<file path="config.mk">
export PLATFORM = sky130hd
export DESIGN_NAME = calc_alu_seq_flat
export DESIGN_NICKNAME = d
export VERILOG_FILES = /design/src/rtl/calc_alu_seq_if.sv /design/src/rtl/calc_alu_seq.sv /design/src/flat_wrapper.sv
export SDC_FILE = /design/constraint.sdc
export NUM_CORES = 1
export LEC_CHECK = 0
export CAP_MARGIN = 20
export CORE_MARGIN = 2
export CORE_UTILIZATION = 57
export CTS_BUF_LIST = sky130_fd_sc_hd__clkbuf_4
export CTS_CLUSTER_SIZE = 14
export DETAILED_ROUTE_END_ITERATION = 7
export GPL_TIMING_DRIVEN = 0
export HOLD_SLACK_MARGIN = 0.08
export PLACE_DENSITY_LB_ADDON = 0.2
export SYNTH_ARGS = -nofsm -noshare
export SYNTH_HDL_FRONTEND = slang
export SYNTH_SLANG_ARGS = --single-unit
</file>
<file path="constraint.sdc">
create_clock -name clock -period 3.1 [get_ports clock]
set_input_delay 0.93 -clock clock [delete_from_list [all_inputs] [get_ports clock]]
set_output_delay 0.93 -clock clock [all_outputs]
set_load 0.02 [all_outputs]
</file>
<file path="src/rtl/calc_alu_seq_if.sv">
// Calculator ALU bus: start request and operands from the input sequencer,
// result and status flags back to it.
interface calc_alu_seq_if #(
    parameter int unsigned W_IN  = 4,
    parameter int unsigned W_OUT = 8
);
    logic             start;
    logic [W_IN-1:0]  operand1;
    logic [W_IN-1:0]  operand2;
    logic [2:0]       md_operator;
    logic [W_OUT-1:0] result;
    logic             busy;
    logic             valid;
    logic             neg;
    logic             overflow;
    logic             div_zero;

    // Sequencer side
    modport master (
        output start, operand1, operand2, md_operator,
        input  result, busy, valid, neg, overflow, div_zero
    );

    // ALU side
    modport slave (
        input  start, operand1, operand2, md_operator,
        output result, busy, valid, neg, overflow, div_zero
    );
endinterface

</file>
<file path="src/rtl/calc_alu_seq.sv">
// Multi-cycle calculator ALU. Latches operands on a rising start edge, runs the
// selected operation (iterative for mul/div/pow/fact/gcd) and holds the result
// with valid=1 until the next accepted start.
module calc_alu_seq #(
    parameter int unsigned W_IN  = 4,
    parameter int unsigned W_OUT = 8
) (
    input logic           clock,
    input logic           reset,
    calc_alu_seq_if.slave bus
);
    localparam int unsigned       W_PROD    = W_IN + W_OUT;
    localparam int unsigned       W_STEP    = (W_IN > 1) ? $clog2(W_IN) : 1;
    localparam logic [W_STEP-1:0] STEP_LAST = W_STEP'(W_IN - 1);
    localparam logic [W_OUT-1:0]  SAT       = '1;
    localparam logic [W_PROD-1:0] SAT_WIDE  = W_PROD'(SAT);

    localparam logic [2:0] OP_ADD  = 3'b000;
    localparam logic [2:0] OP_SUB  = 3'b001;
    localparam logic [2:0] OP_MUL  = 3'b010;
    localparam logic [2:0] OP_DIV  = 3'b011;
    localparam logic [2:0] OP_SQR  = 3'b100;
    localparam logic [2:0] OP_POW  = 3'b101;
    localparam logic [2:0] OP_FACT = 3'b110;
    localparam logic [2:0] OP_GCD  = 3'b111;

    typedef enum logic [2:0] {
        StIdle, StLoad, StMul, StDiv, StPow, StFact, StGcd, StDone
    } state_e;

    state_e            state_q, state_d;
    logic              start_q, start_d;
    logic [W_IN-1:0]   a_q, a_d;
    logic [W_IN-1:0]   b_q, b_d;
    logic [2:0]        op_q, op_d;
    logic [W_OUT-1:0]  mcand_q, mcand_d;   // multiplicand; doubles as pow/fact accumulator
    logic [W_IN-1:0]   mplier_q, mplier_d;
    logic [W_PROD-1:0] prod_q, prod_d;
    logic [W_STEP-1:0] step_q, step_d;
    logic [W_IN-1:0]   count_q, count_d;   // multiplies left in a pow/fact chain
    logic [W_IN-1:0]   rem_q, rem_d;
    logic [W_IN-1:0]   quot_q, quot_d;
    logic [W_OUT-1:0]  result_q, result_d;
    logic              neg_q, neg_d;
    logic              ovf_q, ovf_d;
    logic              dz_q, dz_d;

    logic              accept;
    logic [W_PROD-1:0] prod_next;
    logic              prod_sat;
    logic [W_OUT-1:0]  acc_next;
    logic [W_IN:0]     div_trial;
    logic [W_IN:0]     div_diff;
    logic              div_fits;
    logic [W_IN-1:0]   rem_next;
    logic [W_IN-1:0]   quot_next;

    // Only a fresh rising edge of start, and only while not computing
    assign accept = bus.start && !start_q && (state_q == StIdle || state_q == StDone);

    // Shift-add and restoring-division step datapath
    always_comb begin
        prod_next = prod_q;
        if (mplier_q[step_q]) begin
            prod_next = prod_q + (W_PROD'(mcand_q) << step_q);
        end
        prod_sat = prod_next > SAT_WIDE;
        // Once a chain has saturated the accumulator stays pinned at SAT
        acc_next  = (ovf_q || prod_sat) ? SAT : prod_next[W_OUT-1:0];
        div_trial = {rem_q, quot_q[W_IN-1]};
        div_diff  = div_trial - {1'b0, b_q};
        div_fits  = div_trial >= {1'b0, b_q};
        rem_next  = div_fits ? div_diff[W_IN-1:0] : div_trial[W_IN-1:0];
        quot_next = {quot_q[W_IN-2:0], div_fits};
    end

    // Next-state and datapath update
    always_comb begin
        state_d  = state_q;
        start_d  = bus.start;
        a_d      = a_q;
        b_d      = b_q;
        op_d     = op_q;
        mcand_d  = mcand_q;
        mplier_d = mplier_q;
        prod_d   = prod_q;
        step_d   = step_q;
        count_d  = count_q;
        rem_d    = rem_q;
        quot_d   = quot_q;
        result_d = result_q;
        neg_d    = neg_q;
        ovf_d    = ovf_q;
        dz_d     = dz_q;

        unique case (state_q)
            StIdle, StDone: begin
                if (accept) begin
                    a_d     = bus.operand1;
                    b_d     = bus.operand2;
                    op_d    = bus.md_operator;
                    neg_d   = 1'b0;
                    ovf_d   = 1'b0;
                    dz_d    = 1'b0;
                    state_d = StLoad;
                end
            end
            StLoad: begin
                prod_d   = '0;
                step_d   = '0;
                mcand_d  = W_OUT'(a_q);
                mplier_d = b_q;
                case (op_q)
                    // Add/sub resolve in the load cycle itself
                    OP_ADD: begin
                        result_d = W_OUT'(a_q) + W_OUT'(b_q);
                        state_d  = StDone;
                    end
                    OP_SUB: begin
                        result_d = W_OUT'(a_q) - W_OUT'(b_q);
                        neg_d    = a_q < b_q;
                        state_d  = StDone;
                    end
                    OP_MUL: state_d = StMul;
                    OP_SQR: begin
                        mplier_d = a_q;
                        state_d  = StMul;
                    end
                    OP_DIV: begin
                        if (b_q == '0) begin
                            result_d = SAT;
                            dz_d     = 1'b1;
                            state_d  = StDone;
                        end else begin
                            rem_d   = '0;
                            quot_d  = a_q;
                            state_d = StDiv;
                        end
                    end
                    OP_POW: begin
                        mcand_d  = W_OUT'(1);
                        mplier_d = a_q;
                        count_d  = b_q;
                        if (b_q == '0) begin
                            result_d = W_OUT'(1);
                            state_d  = StDone;
                        end else begin
                            state_d = StPow;
                        end
                    end
                    OP_FACT: begin
                        mcand_d  = W_OUT'(1);
                        mplier_d = a_q;
                        count_d  = a_q;
                        if (a_q == '0) begin
                            result_d = W_OUT'(1);
                            state_d  = StDone;
                        end else begin
                            state_d = StFact;
                        end
                    end
                    default: state_d = StGcd;
                endcase
            end
            StMul: begin
                prod_d = prod_next;
                step_d = step_q + W_STEP'(1);
                if (step_q == STEP_LAST) begin
                    result_d = acc_next;
                    ovf_d    = ovf_q || prod_sat;
                    state_d  = StDone;
                end
            end
            StDiv: begin
                rem_d  = rem_next;
                quot_d = quot_next;
                step_d = step_q + W_STEP'(1);
                if (step_q == STEP_LAST) begin
                    result_d = W_OUT'({rem_next, quot_next});
                    state_d  = StDone;
                end
            end
            StPow, StFact: begin
                prod_d = prod_next;
                step_d = step_q + W_STEP'(1);
                if (step_q == STEP_LAST) begin
                    // One full multiply done: fold it into the accumulator
                    ovf_d    = ovf_q || prod_sat;
                    mcand_d  = acc_next;
                    prod_d   = '0;
                    step_d   = '0;
                    count_d  = count_q - W_IN'(1);
                    mplier_d = (state_q == StFact) ? count_q - W_IN'(1) : a_q;
                    if (count_q == W_IN'(1)) begin
                        result_d = acc_next;
                        state_d  = StDone;
                    end
                end
            end
            StGcd: begin
                if (a_q == b_q || b_q == '0) begin
                    result_d = W_OUT'(a_q);
                    state_d  = StDone;
                end else if (a_q == '0) begin
                    result_d = W_OUT'(b_q);
                    state_d  = StDone;
                end else if (a_q > b_q) begin
                    a_d = a_q - b_q;
                end else begin
                    b_d = b_q - a_q;
                end
            end
            default: state_d = StIdle;
        endcase
    end

    // State and datapath registers with synchronous active-low reset
    always_ff @(posedge clock) begin
        if (!reset) begin
            state_q  <= StIdle;
            start_q  <= 1'b0;
            a_q      <= '0;
            b_q      <= '0;
            op_q     <= '0;
            mcand_q  <= '0;
            mplier_q <= '0;
            prod_q   <= '0;
            step_q   <= '0;
            count_q  <= '0;
            rem_q    <= '0;
            quot_q   <= '0;
            result_q <= '0;
            neg_q    <= 1'b0;
            ovf_q    <= 1'b0;
            dz_q     <= 1'b0;
        end else begin
            state_q  <= state_d;
            start_q  <= start_d;
            a_q      <= a_d;
            b_q      <= b_d;
            op_q     <= op_d;
            mcand_q  <= mcand_d;
            mplier_q <= mplier_d;
            prod_q   <= prod_d;
            step_q   <= step_d;
            count_q  <= count_d;
            rem_q    <= rem_d;
            quot_q   <= quot_d;
            result_q <= result_d;
            neg_q    <= neg_d;
            ovf_q    <= ovf_d;
            dz_q     <= dz_d;
        end
    end

    // Status outputs derived from state; busy and valid are mutually exclusive
    always_comb begin
        bus.result   = result_q;
        bus.busy     = (state_q != StIdle) && (state_q != StDone);
        bus.valid    = (state_q == StDone);
        bus.neg      = neg_q;
        bus.overflow = ovf_q;
        bus.div_zero = dz_q;
    end
endmodule

</file>
<file path="src/flat_wrapper.sv">
// flat-port wrapper written by rule: the top's interface ports become plain ports
module calc_alu_seq_flat 
#(
    parameter int unsigned W_IN  = 4,
    parameter int unsigned W_OUT = 8
)
  (clock, reset, bus_start, bus_operand1, bus_operand2, bus_md_operator, bus_result, bus_busy, bus_valid, bus_neg, bus_overflow, bus_div_zero);
  calc_alu_seq_if #(.W_IN(W_IN), .W_OUT(W_OUT)) bus_i ();
  input logic clock;
  input logic reset;
  input wire logic [$bits(bus_i.start)-1:0] bus_start;
  input wire logic [$bits(bus_i.operand1)-1:0] bus_operand1;
  input wire logic [$bits(bus_i.operand2)-1:0] bus_operand2;
  input wire logic [$bits(bus_i.md_operator)-1:0] bus_md_operator;
  output wire logic [$bits(bus_i.result)-1:0] bus_result;
  output wire logic [$bits(bus_i.busy)-1:0] bus_busy;
  output wire logic [$bits(bus_i.valid)-1:0] bus_valid;
  output wire logic [$bits(bus_i.neg)-1:0] bus_neg;
  output wire logic [$bits(bus_i.overflow)-1:0] bus_overflow;
  output wire logic [$bits(bus_i.div_zero)-1:0] bus_div_zero;
  assign bus_i.start = bus_start;
  assign bus_i.operand1 = bus_operand1;
  assign bus_i.operand2 = bus_operand2;
  assign bus_i.md_operator = bus_md_operator;
  assign bus_result = bus_i.result;
  assign bus_busy = bus_i.busy;
  assign bus_valid = bus_i.valid;
  assign bus_neg = bus_i.neg;
  assign bus_overflow = bus_i.overflow;
  assign bus_div_zero = bus_i.div_zero;
  calc_alu_seq #(.W_IN(W_IN), .W_OUT(W_OUT)) u_core (.clock(clock), .reset(reset), .bus(bus_i));
endmodule
</file>
==> reports/summary.md, run 1 <==
The repair_antennas step left the layout with diodes totalling 0. The areal power density over the cells is 785 mW/mm^2, and the sum of buffers and inverters on the critical path is 2. Power comes to 4.62 mW.

The run gives 790 as the post-layout instance count excluding filler cells. The top cell type by area accounts for 26.0% of the synthesized area. For this run, the leading register cell type out of synthesis is dfxtp_1.

The sequential element share of the synthesized area is 26.0%. STA classifies the critical path endpoint as a register. The floorplan step defined a die boundary enclosing 0.00942 mm^2. The category of cells accounting for the largest share of critical-path delay was compound AO/OA/AOI/OAI gates.

The logs give 0 for the number of design rule violations left after detail routing and 12.1% for the part of the total power dissipated in the clock network. After synthesis the cells add up to 0.00494 mm^2. Setup violations remaining at the end of the flow were counted as 17. The logs give 0.00129 mm^2 for the total area of sequential cells and 5332 for the count of vias placed by the detailed router. Once detail routing completed, the nets flagged for antenna violations numbered 0. The logs give -0.237 ns for the minimum setup slack in the final design and 0 for the number of pins exceeding their max-slew limit in the final report. For the weighted congestion at the end of routability-driven global placement, the log shows 0.986.

The worst setup path is of the reg -> reg kind. The core region is 0.00830 mm^2. The largest single stage delay on the critical path is 0.59 ns. The per-cell routed wire length was 20.7 um; the switching power as a share of total power was 51.6%. Clock-pin slew was measured on the worst setup and hold paths at 0.14 ns.

The net total in the final layout is 728. The HPWL after detailed placement is 11.4 mm. Data arrives at the worst endpoint at 3.66 ns. During placement, the flow inserted port buffers numbering 26. Cell internal power was estimated by the tool at 2.24 mW. Dividing the detail-routed via count by the number of cells gives 6.75. The run finished, with violations left. In this run the power spent charging and discharging nets is 2.38 mW. For this design, the sink count on the clock tree is 64. TritonCTS built the clock tree. Sorting the synthesized cells by area gives the leading types as dfxtp_1 (26%), ha_1 (7.3%), nor2_1 (6.2%).

The later-pin clock latency in the skew report was 0.45 ns. Counting the fill cells in the layout gives 680. For the hold violation count in the final report, the log shows 0. Cells fill 70.9% of the core in the end. Global-route wire length before repair: 25.2 mm.

Across the VDD grid, the largest voltage drop is 0.481 mV. The run gives 4790 as the number of global-route vias before repair. After detailed placement, the design holds a cell count of 755. The critical path goes through clkbuf_16 -> mux2i_4 -> mux2i_2 -> ha_1 -> buf_6 -> a2111oi_4 -> o21ai_2 -> a31o_1 -> a221oi_2 -> or4b_4 -> nor2_4 -> a31oi_1. Dividing the final minimum period by the clock period gives 108%. Global routing used 32.9% of the available tracks. The total clock buffers created by CTS is 9. The critical path required time was 3.42 ns; the total wire length after detailed routing was 16.4 mm. The worst hold path belongs to the class reg -> reg. After synthesis, the mean cell area works out to 7.91 um^2.

The worst-path cell with the longest stage delay is or4b_4. Based on the critical path, the design can be clocked at up to 300 MHz. The final reports fail on setup timing. Setup repair after global routing could not meet its margin everywhere.

The Yosys step of the flow raised 0 warnings. The maximum clock skew at final layout was 0.0151 ns; the async set or reset register ratio after synthesis was 0%. The run gives 35.5% as the worst-case headroom to the max-slew limit. The floorplan has 33 rows. For the pin with the worst max-slew slack, the measured transition is 0.959 ns. The flip-flop and latch count after synthesis was 64. The share of total power dissipated in combinational logic is 61.7%.

For the final routed database, the setup TNS stands at -2.70 ns. The tools report the violation count after the first detailed-route iteration as 612. The critical path launch point type was a register. Entering global routing, the biggest net connects 14 pins.

From synthesis to final layout, the design area changed by 19.2%. The finished cells cover 0.00588 mm^2. CTS H-tree depth: 3. The number of ports placed on the die boundary was 27.

The proportion of layout cells with a drive suffix above 1 was 14.6%. The cell area after placement is 0.00535 mm^2. Global routing finished with a remaining overflow of 0. The first-pass iteration count of the detailed router was 5; the number of enable-type register cells in the synthesized netlist was 0.

The tools report the max-cap check violation count as 0. The logs give 26.2% for the portion of total power attributed to sequential cells and 0 for the initial antenna violation count. The die is 97.1 um tall. Summing all multi-input logic gate instances after layout gives 0.00362 mm^2.

The run gives 624 as the count of mapped cells out of synthesis. In this run the clock root is driven by a clkbuf_4. When the netlist entered floorplanning its net count stood at 672. The clock passes through at most 2 buffers. Along the worst path, the maximum fanout reaches 6. The analysis attributes to cell leakage a power of 2.20 nW. The smallest clock period supported by the final layout is computed as 3.34 ns. The distinct cell type count of the synthesized netlist is 74, and the overall die width is 97.1 um. The cell taking the most area after synthesis is dfxtp_1. Starting density of the core: 59.5%.
-- logic make-up after synthesis --
kind of cell | count (synthesis) | share of synthesized area [%]
compound gates | 219 | 31.2
simple gates | 212 | 21.2
mux | 21 | 4.54
fa+ha+maj | 34 | 9.38
buf+inv | 58 | 4.94
flops | 64 | 26.0
xor+xnor | 16 | 2.84
-- registers in the layout (all words and copies together) (netlist names) --
register	flops
u_core.mplier_q	4
u_core.prod_q	12
u_core.bus.result	8
u_core.mcand_q	8
u_core.rem_q	4
u_core.bus.overflow	1
u_core.a_q	4
u_core.quot_q	4
u_core.b_q	4
u_core.state_q	3
u_core.bus.div_zero	1
u_core.step_q	2
u_core.op_q	3
u_core.bus.neg	1
u_core.start_q	1
u_core.count_q	4
-- stage by stage --
stage / hold WS, ns / setup slack, ns
global route: 0.543 / -0.396
finish: 0.517 / -0.237
global placement: 0.472 / -0.480
detailed placement: 0.485 / -0.589
floorplan: 0.457 / -0.00183
CTS: 0.514 / -0.182
-- synth_stat cells, types with 5 or more instances --
cell,count
nor2_1,82
dfxtp_1,64
a21oi_1,54
nand2_1,51
o21ai_0,34
ha_1,29
clkbuf_1,25
inv_1,21
a211oi_1,19
mux2i_1,19
nor2b_1,12
a22oi_1,11
a31oi_1,11
nand2b_1,9
nor3_1,9
xnor2_1,9
a21o_1,8
a311oi_1,8
o211ai_1,8
xor2_1,7
a221oi_1,6
and2_1,6
and3_1,6
buf_1,5
fa_1,5
nand3b_1,5
-- placed cells by master, fill, tap and decap left out, types with 7 or more instances in the layout --
master / instances
nor2_1: 81
dfxtp_1: 60
a21oi_1: 52
nand2_1: 51
o21ai_0: 31
ha_1: 27
clkdlybuf4s50_1: 25
clkbuf_1: 21
inv_1: 20
buf_4: 20
a211oi_1: 19
mux2i_1: 14
nor2b_1: 12
a22oi_1: 11
nand2b_1: 9
xnor2_1: 9
clkbuf_4: 9
nor3_1: 8
a21o_1: 8
o211ai_1: 8
a311oi_1: 8
a31oi_1: 8
xor2_1: 7
-- final cells by class --
type / instances / area share (%)
buffer: 33 / 3.15
clock buffer: 9 / 1.15
clock inverter: 7 / 0.957
inverter: 21 / 1.40
multi-input combinational: 503 / 61.5
sequential: 64 / 21.9
tap: 105 / 2.23
timing repair buffer: 48 / 7.70
-- worst reg2reg max path: stages (launching register included) --
cell	delay, ns
dfxtp_4	0.40
clkbuf_16	0.15
mux2i_4	0.25
mux2i_2	0.10
ha_1	0.29
buf_6	0.14
a2111oi_4	0.29
o21ai_2	0.15
a31o_1	0.23
a221oi_2	0.26
or4b_4	0.59
nor2_4	0.22
a31oi_1	0.13
-- final timing paths --
| check | from | endpoint | slack, ns | cells after the start |
|---|---|---|---|---|
| worst max register to register | u_core.step_q[0] | u_core.mcand_q[1] | -0.24 | 12 |
| worst min register to register | u_core.bus.div_zero | u_core.bus.div_zero | 0.52 | 2 |
| worst max-delay path | u_core.step_q[0] | u_core.mcand_q[1] | -0.24 | 12 |
| worst min-delay path | u_core.bus.div_zero | u_core.bus.div_zero | 0.52 | 2 |
-- routing by layer --
| metal | wire length (um) | global-route usage [%] |
|---|---|---|
| met1 | 6620 | 46.5 |
| met2 | 7450 | 51.8 |
| met3 | 1690 | 5.11 |
| met4 | 609 | 10.3 |
| met5 | 0 | 0 |
-- power groups by stage --
stage               clock (mW)  sequential (mW)  combinational [mW]
CTS                      0.554             1.17                2.72
global route             0.590             1.23                3.08
floorplan                    0             1.15                1.87
global placement             0             1.17                2.53
finish                   0.559             1.21                2.85
detailed placement           0             1.18                2.59
-- repair_timing --
item | 4_1_cts | 5_1_grt
gates cloned | 0 | 1
resized for setup | 27 | 22
hold endpoints to repair | 0 | 0
hold buffers | 0 | 0
setup endpoints to repair | 25 | 30
pin swaps | 9 | 20
setup buffers | 12 | 10
(Power assumes the default switching activity.)
==> run 2, diff against run 1 <==
CORE_UTILIZATION = 40   (was 57)
TNS_END_PERCENT = 30   (was unset)
==> run 2 against run 1 <==
  * The run still ends with setup timing left
  * Count of clock-buffer cells in the layout stayed put
  * Sequential power hardly changed
  * Final area grew 1.0%
  * Critical endpoint is now u_core.bus.result[3]
  * Hold slack got worse by 0.019 ns
  * Utilization decreased by 21 points
  * Largest power group unchanged
==> reports/summary.md, run 2 (synthesized netlist as in run 1, its figures left out) <==
For this run, the post-layout net count is 726. Post-layout instance count excluding filler cells: 829. The run gives 2.22 nW as the static leakage.

CTS clock-pin slew for the worst setup and hold paths: 0.11 ns. The total track usage was 25.4%; the hold buffer count at CTS was 0. Detailed placement ended at an HPWL of 12.0 mm. Across the run, the number of max-cap violations was 0. Setup violations remaining at the end of the flow were counted as 16. TritonCTS built the clock tree. Total power for the finished layout comes to 4.68 mW.

Routability-driven placement finished with a final weighted congestion of 0.896. The run gives 0.498 ns as the worst hold margin. The tools report the hold violation count in the final report as 0.

On the critical path, the stage with the largest delay is an instance of or4b_4. The run finished, with violations left. The placed instance count was 797; the count of standard-cell rows was 40. The number of ports placed on the die boundary was 27.

Detailed routing placed a total of 7.79 mm of wire on met2. The number of global-route vias before repair was 4868; the number of pins exceeding their max-slew limit in the final report was 0. Entering global routing, the biggest net connects 12 pins. After detailed routing, no signal wire sits above met4. Counting flops per register, the top entry is u_core.prod_q. Prior to clock tree synthesis, the placed netlist has a worst setup slack of -0.578 ns.

At the pin with the least slew margin, the transition time is 0.932 ns. The logs give 3.61 ns for the data arrival time at the worst-slack endpoint and 0 for the initial antenna violation count. At the end of the flow the core is filled with cells to 49.5%. For this run, design rule violations remaining after detail routing come to 0. The routed layout has 5107 vias.

The run gives 2 as the maximum root-to-sink buffer count. The signal on the critical path passes through clkbuf_16 -> mux2i_4 -> mux2i_4 -> ha_4 -> buf_6 -> buf_4 -> a2111o_1 -> a21oi_2 -> or4_4 -> o211ai_2 -> or4b_4 -> nor3_4 -> a221oi_2. Based on the critical path, the design can be clocked at up to 302 MHz. In the routed layout, each cell is associated on average with a via count of 6.16. The number of cells on the worst reg-to-reg path is 13. The floorplan step set the die width to 115 um.

By instance count, the cell type seen most on the critical path is mux2i_4. Input and output buffers added on the ports amount to 26. The number of flip-flops under the largest register name is 12.

Along the worst hold path, the cell count comes to 2. Of all nets on the critical path, the largest fanout is 6. On the final layout, the worst clock skew is 0.0302 ns.

The run gives 0.0120 mm^2 as the core area. The most common cell after layout, fill and taps aside was nor2_1. The cell area after placement is 0.00540 mm^2. The critical path in this run is classified as reg -> reg.

For the final routed database, the setup TNS stands at -2.36 ns. The logs give 6 for the first-pass iteration count of the detailed router and 0.472 mV for the maximum VDD drop. The repair_antennas step left the layout with diodes totalling 0. Summed over all layers, the global routing overflow is 0.

The count of nets left with antenna violations once routing finished came out at 0. The worst hold-check path type was reg -> reg. The layout overhead on the synthesized area came out at 20.4%. The tools report the minimum setup slack in the final design as -0.206 ns.

Critical path launch point type: a register. The total clock buffers created by CTS was 9; the global-route wire length before repair was 26.1 mm. The per-cell routed wire length is 19.9 um, and the total wire length after detailed routing is 16.5 mm. For the starting density of the core, the log shows 41.1%. In this run the clock root is driven by a clkbuf_4. In the layout the commonest cells are nor2_1 (80), dfxtp_1 (62), a21oi_1 (52), nand2_1 (51), o21ai_0 (31). The post-route minimum period was 3.31 ns. Headroom to the max-slew limit came out at 37.3%. Dividing total power by cell area gives a power density of 787 mW/mm^2. The run gives 1.05 mm as the detailed-routed wire length on met3. After layout, the worst path uses 107% of the clock period. The critical path required time came out at 3.40 ns. The tools report the sink count of the clock tree as 64. The later pin in the worst-skew pair is clocked with a latency of 0.46 ns. CTS built an H-tree with a depth of 3. The post-route met1 wirelength was 7.34 mm; the proportion of layout cells with a drive suffix above 1 was 14.4%.

The final cell area excluding filler cells was 0.00594 mm^2. Setup repair after global routing could not meet its margin everywhere. The full die area came out at 0.0132 mm^2. The sort of element at the end of the critical path was a register. The checks that failed: setup timing.

The highest cell delay on the worst timing path came out at 0.65 ns. The vertical extent of the die was 115 um. The violation count after the first detailed-route iteration is 423.
## run 2: cell type report
cell class	count	area, um^2
fill	1177	6070
clock buffer	9	67.6
clock inverter	6	85.1
multi-input combinational	503	3630
buffer	35	194
inverter	21	78.8
tap	147	184
timing repair buffer	44	414
sequential	64	1290
## run 2: timing repair
item                       in CTS  in global routing
resized for setup              30                 22
buffers inserted               11                  6
gates cloned                    1                  1
pin swaps                      17                  8
setup endpoints to repair      26                 29
## run 2: final timing paths
check / start / slack [ns] / to
max: u_core.step_q[0] / -0.21 / u_core.bus.result[3]
min: u_core.bus.div_zero / 0.50 / u_core.bus.div_zero
max reg2reg: u_core.step_q[0] / -0.21 / u_core.bus.result[3]
min reg2reg: u_core.bus.div_zero / 0.50 / u_core.bus.div_zero
## run 2: metal layers
metal | track usage (%) | vias up
met3 | 4.53 | 26
met2 | 41.6 | 191
met4 | 8.92 | 0
met1 | 33.6 | 2460
met5 | 0 | -
li1 | - | 2430
## run 2: worst max-delay path: cells and delay by family (launching register included)
kind,cells,cell delay (ns)
and+or+nand+nor,3,1.03
AOI/OAI and AO/OA,4,0.71
buffers and inverters,3,0.41
adders and majority gates,1,0.24
muxes,2,0.39
DFF,1,0.39
## run 2: where the power goes
part           switching [mW]  total (mW)  internal [mW]
Clock                   0.341       0.660          0.319
Combinational            1.75        2.83           1.08
Sequential              0.210        1.19          0.978
==> run 3, diff against run 2 <==
SLEW_MARGIN = 30   (was unset)
==> results of run 3 <==
No change in the layout: final DEF, timing and power equal those of run 2.
==> patch 1, RTL diff (config.mk and constraints of run 3) <==
The 8 states of `state_e` get a one-hot encoding in 8 bits.
--- a/src/rtl/calc_alu_seq.sv
+++ b/src/rtl/calc_alu_seq.sv
@@ -24,8 +24,8 @@
     localparam logic [2:0] OP_FACT = 3'b110;
     localparam logic [2:0] OP_GCD  = 3'b111;
 
-    typedef enum logic [2:0] {
-        StIdle, StLoad, StMul, StDiv, StPow, StFact, StGcd, StDone
+    typedef enum logic [7:0] {
+        StIdle = 8'b00000001, StLoad = 8'b00000010, StMul = 8'b00000100, StDiv = 8'b00001000, StPow = 8'b00010000, StFact = 8'b00100000, StGcd = 8'b01000000, StDone = 8'b10000000
     } state_e;
 
     state_e            state_q, state_d;
Behaviour: no difference found for any inputs over 4 cycles, from zero or initial values and one cycle with reset low; so few cycles prove little.
==> patch 1 against run 3 <==
The flow still finishes with violations (negative setup slack); clock skew down 13 ps; sequential share of layout area up 1.9 points; synthesized area down 3.6%; sequential cell count up 5; cell count down 1.2%; die area down 3.5%; worst setup slack worse by 190 ps; non-clock buffer count up 9; routed wire length down 8.3%; final area down 1.1%; critical path type unchanged.
Power is not compared: it rests on default switching activity, and its combinational part moved more than twofold at a synthesized area within 25%.
==> patch 1: results (changes against run 3) <==
| Metric | Value |
|---|---|
| Via count | 4839 (-5.2%) |
| Failing checks | negative setup slack |
| Worst slew margin relative to its limit | 35.5% (-1.7 points) |
| Sequential area share after synthesis | 29.0% (+3.1 points) |
| Number of cells in the finished layout apart from fillers | 819 (-1.2%) |
| Met3 track demand over resource in global routing | 3.59% (-0.94 points) |
| Detailed Route Iter0 Violations | 314 (-26%) |
| Final total negative setup slack | -5680 ps (-3330 ps) |
| Routed length on met2 | 7200 um (-7.6%) |
| Endpoint with the worst hold slack | u_core.mcand_q[7] |
| Wire length on met3 | 818 um (-22%) |
| Setup slack on the worst flop-to-flop path | -390 ps (-190 ps) |
| Total global routing track utilization | 23.6% (-1.8 points) |
| Number of cells traversed by the worst register-to-register path | 15 (+2) |
| Largest net degree at the start of global routing | 13 (+1) |
| Setup crit end | u_core.bus.result[7] |
| Number of distinct library cell variants in the gate-level netlist after synthesis | 71 (-4.1%) |
| Top cell types by occurrence after synthesis | sky130_fd_sc_hd__nor2_1 (86), sky130_fd_sc_hd__dfxtp_1 (69), sky130_fd_sc_hd__a21oi_1 (60) |
| Hold path start | u_core.mcand_q[7] |
| Clock insertion delay at the later pin of the skew report | 430 ps (-30 ps) |
| Post-Place Worst Slack | -461 ps (+116 ps) |
| CP peak stage delay | 510 ps (-140 ps) |
| Net count of the mapped netlist | 650 (-3.3%) |
| Fin worst setup slack | -395 ps (-188 ps) |
| Instance area at placement | 5260 um2 (-2.7%) |
| DRT met1 WL | 6670 um (-9.1%) |
| Final setup violation count | 18 (+2) |
| Status | complete, but fails checks |
| Half-perimeter wire length of the detailed placement result | 10900 um (-9.2%) |
| Clock skew after layout | 17.2 ps (-13.0 ps) |
| Per-cell routed wire length | 18.5 um (-7.1%) |
## patch 1: cell count changes in the layout (fill, tap and decap cells not counted), sizes merged, moves of 5 or more
cell and delta:
inv +5, dfxtp +5, o21ai +11, nand2 -10
nand2b -5, a21oi +6, nor3 -5, o211ai -7
nand3 +14, buf +9, a311oi -8, nor2b -6
## patch 1: power by group through the flow
stage | sequential [mW] | combinational [mW] | clock [mW]
finish | 0.984 | 0.560 | 0.672
global route | 0.988 | 0.620 | 0.726
CTS | 0.981 | 0.543 | 0.678
detailed placement | 1.00 | 0.539 | 0
global placement | 0.999 | 0.530 | 0
floorplan | 0.978 | 0.385 | 0
## patch 1: critical path: cells and delay by family, from the launching register on
kind	cells	cell delay (ps)
buf+inv	4	580
compound gates	6	1140
mux	2	360
simple gates	2	660
fa+ha+maj	1	310
flops	1	350
## patch 1: area by class of cell
| type | instances | area (um2) |
|---|---|---|
| Fill cell | 1131 | 5640 |
| Multi-Input combinational cell | 477 | 3370 |
| Sequential cell | 69 | 1390 |
| Timing Repair Buffer | 58 | 528 |
| Tap cell | 143 | 179 |
| Buffer | 30 | 160 |
| Inverter | 26 | 97.6 |
| Clock inverter | 7 | 90.1 |
| Clock buffer | 9 | 67.6 |
## patch 1: cell families after synthesis
| kind of cell | synth area share [%] |
|---|---|
| buffers and inverters | 4.92 |
| xor gates and xnor gates | 3.68 |
| AOI/OAI and AO/OA | 27.1 |
| adders and majority gates | 9.73 |
| DFF | 29.0 |
| and+or+nand+nor | 19.2 |
| muxes | 6.36 |
## patch 1: repair_timing
action,in CTS,in global routing
gates resized for setup,29,26
buffers inserted,28,3
pin swaps,18,12
cloned,1,1
endpoints found under the setup margin,25,29
==> patch 2, RTL diff (settings of run 3) <==
Made on the original files. `W_IN` is set to 4 in 3 places; all go to 8.
--- a/src/rtl/calc_alu_seq_if.sv
+++ b/src/rtl/calc_alu_seq_if.sv
@@ -1,7 +1,7 @@
 // Calculator ALU bus: start request and operands from the input sequencer,
 // result and status flags back to it.
 interface calc_alu_seq_if #(
-    parameter int unsigned W_IN  = 4,
+    parameter int unsigned W_IN  = 8,
     parameter int unsigned W_OUT = 8
 );
     logic             start;
--- a/src/rtl/calc_alu_seq.sv
+++ b/src/rtl/calc_alu_seq.sv
@@ -2,7 +2,7 @@
 // selected operation (iterative for mul/div/pow/fact/gcd) and holds the result
 // with valid=1 until the next accepted start.
 module calc_alu_seq #(
-    parameter int unsigned W_IN  = 4,
+    parameter int unsigned W_IN  = 8,
     parameter int unsigned W_OUT = 8
 ) (
     input logic           clock,
--- a/src/flat_wrapper.sv
+++ b/src/flat_wrapper.sv
@@ -1,7 +1,7 @@
 // flat-port wrapper written by rule: the top's interface ports become plain ports
 module calc_alu_seq_flat 
 #(
-    parameter int unsigned W_IN  = 4,
+    parameter int unsigned W_IN  = 8,
     parameter int unsigned W_OUT = 8
 )
   (clock, reset, bus_start, bus_operand1, bus_operand2, bus_md_operator, bus_result, bus_busy, bus_valid, bus_neg, bus_overflow, bus_div_zero);
Ports: changed (resized bus_operand1 and bus_operand2); port bits go from 27 to 35. No check against the original RTL was run, so the function may have changed too.
==> patch 2 against run 3 <==
The run still ends with negative setup slack left; routed wire length grew 65%; sequential share of layout area fell by 1.2 points; cell count grew 55%; final area up 55%; synthesized area increased by 51%; non-clock buffer count up 46; hold slack got worse by 5.2 ps; combinational power increased by 130%; total power is 100% higher; worst setup slack lost 460 ps; via count grew 56%; sequential cell count rose by 29; largest cell class unchanged; largest power group unchanged.
==> patch 2: results (changes against run 3) <==
| Metric | Value |
|---|---|
| Top post-synthesis cells by area | sky130_fd_sc_hd__dfxtp_1 (25%), sky130_fd_sc_hd__ha_1 (8.3%), sky130_fd_sc_hd__nor2_1 (6.3%) |
| Number of distinct library cell variants in the gate-level netlist after synthesis | 70 (-5.4%) |
| Post-Place Worst Slack | -1260 ps (-687 ps) |
| Instance area at placement | 8220 um2 (+52%) |
| Half-perimeter wire length of the detailed placement result | 19600 um (+64%) |
| Initial antenna violation count | 1 (+1) |
| Status | complete, but fails checks |
| Final setup violation count | 25 (+9) |
| Standby leakage power | 3.41 nW (+53%) |
| DRT met1 WL | 12200 um (+67%) |
| Per-cell routed wire length | 21.2 um (+6.4%) |
| Hold path start | u_core.count_q[5] |
| WHS | 492 ps (-5.17 ps) |
| Mux share of post-synthesis cell area | 6.30% (+1.8 points) |
| Via count of the first global-routing pass | 7327 (+51%) |
| Largest vdd supply drop | 436 uV (-7.7%) |
| Beginning of the critical path | u_core.step_q[1] |
| Max FFs per register | 16 (+4) |
| Met3 track demand over resource in global routing | 6.50% (+2.0 points) |
| Compound-cell area share of the yosys netlist | 29.1% (-2.1 points) |
| Failing checks | negative setup slack |
| Slew at the pin with the worst max-slew slack | 884 ps (-49.0 ps) |
| Setup crit end | u_core.bus.result[2] |
| Number of cells traversed by the worst register-to-register path | 15 (+2) |
| Gpl congestion | 0.934 (+4.3%) |
| Wire length on met3 | 2420 um (+130%) |
| Proportion of layout cells with a drive suffix above 1 | 15.7% (+1.4 points) |
| XOR/XNOR share of the synthesized area | 4.01% (+1.2 points) |
| Worst Path Arrival | 4130 ps (+520 ps) |
| Cell with the biggest individual delay on the critical path | sky130_fd_sc_hd__or4_4 |
| Fin worst setup slack | -665 ps (-459 ps) |
| Via count | 7965 (+56%) |
| Footprint of the multi-input gates | 5730 um2 (+58%) |
| Fill cell instance count of the final layout | 1769 (+50%) |
| Average footprint of a synthesized cell | 7.61 um2 (-3.9%) |
| Endpoint with the worst hold slack | u_core.count_q[5] |
| Top cell types by occurrence after synthesis | sky130_fd_sc_hd__nor2_1 (125), sky130_fd_sc_hd__dfxtp_1 (93), sky130_fd_sc_hd__nand2_1 (91) |
| CP peak stage delay | 590 ps (-60 ps) |
[patch 2: area by class of cell]
type                            instances  area share, %
Antenna cell                            1         0.0272
Buffer                                 58           3.66
Clock buffer                            9          0.736
Clock inverter                          7           1.08
Inverter                               35           1.47
Multi-Input combinational cell        786           62.3
Sequential cell                        93           20.5
Tap cell                              229           3.12
Timing Repair Buffer                   67           7.07
[patch 2: timing repair]
| item | CTS | global route |
|---|---|---|
| endpoints found under the setup margin | 49 | 51 |
| gates resized for setup | 58 | 69 |
| pin swaps | 32 | 26 |
| buffers inserted | 29 | 5 |
[patch 2: power by group through the flow]
stage                     registers (mW)  clock network (mW)  logic [mW]
after floorplan                     1.79                   0        4.23
after global placement              1.91                   0        5.78
after detailed placement            1.92                   0        5.77
after CTS                           1.91               0.825        6.18
after global routing                1.96               0.878        7.14
final                               1.94               0.812        6.60
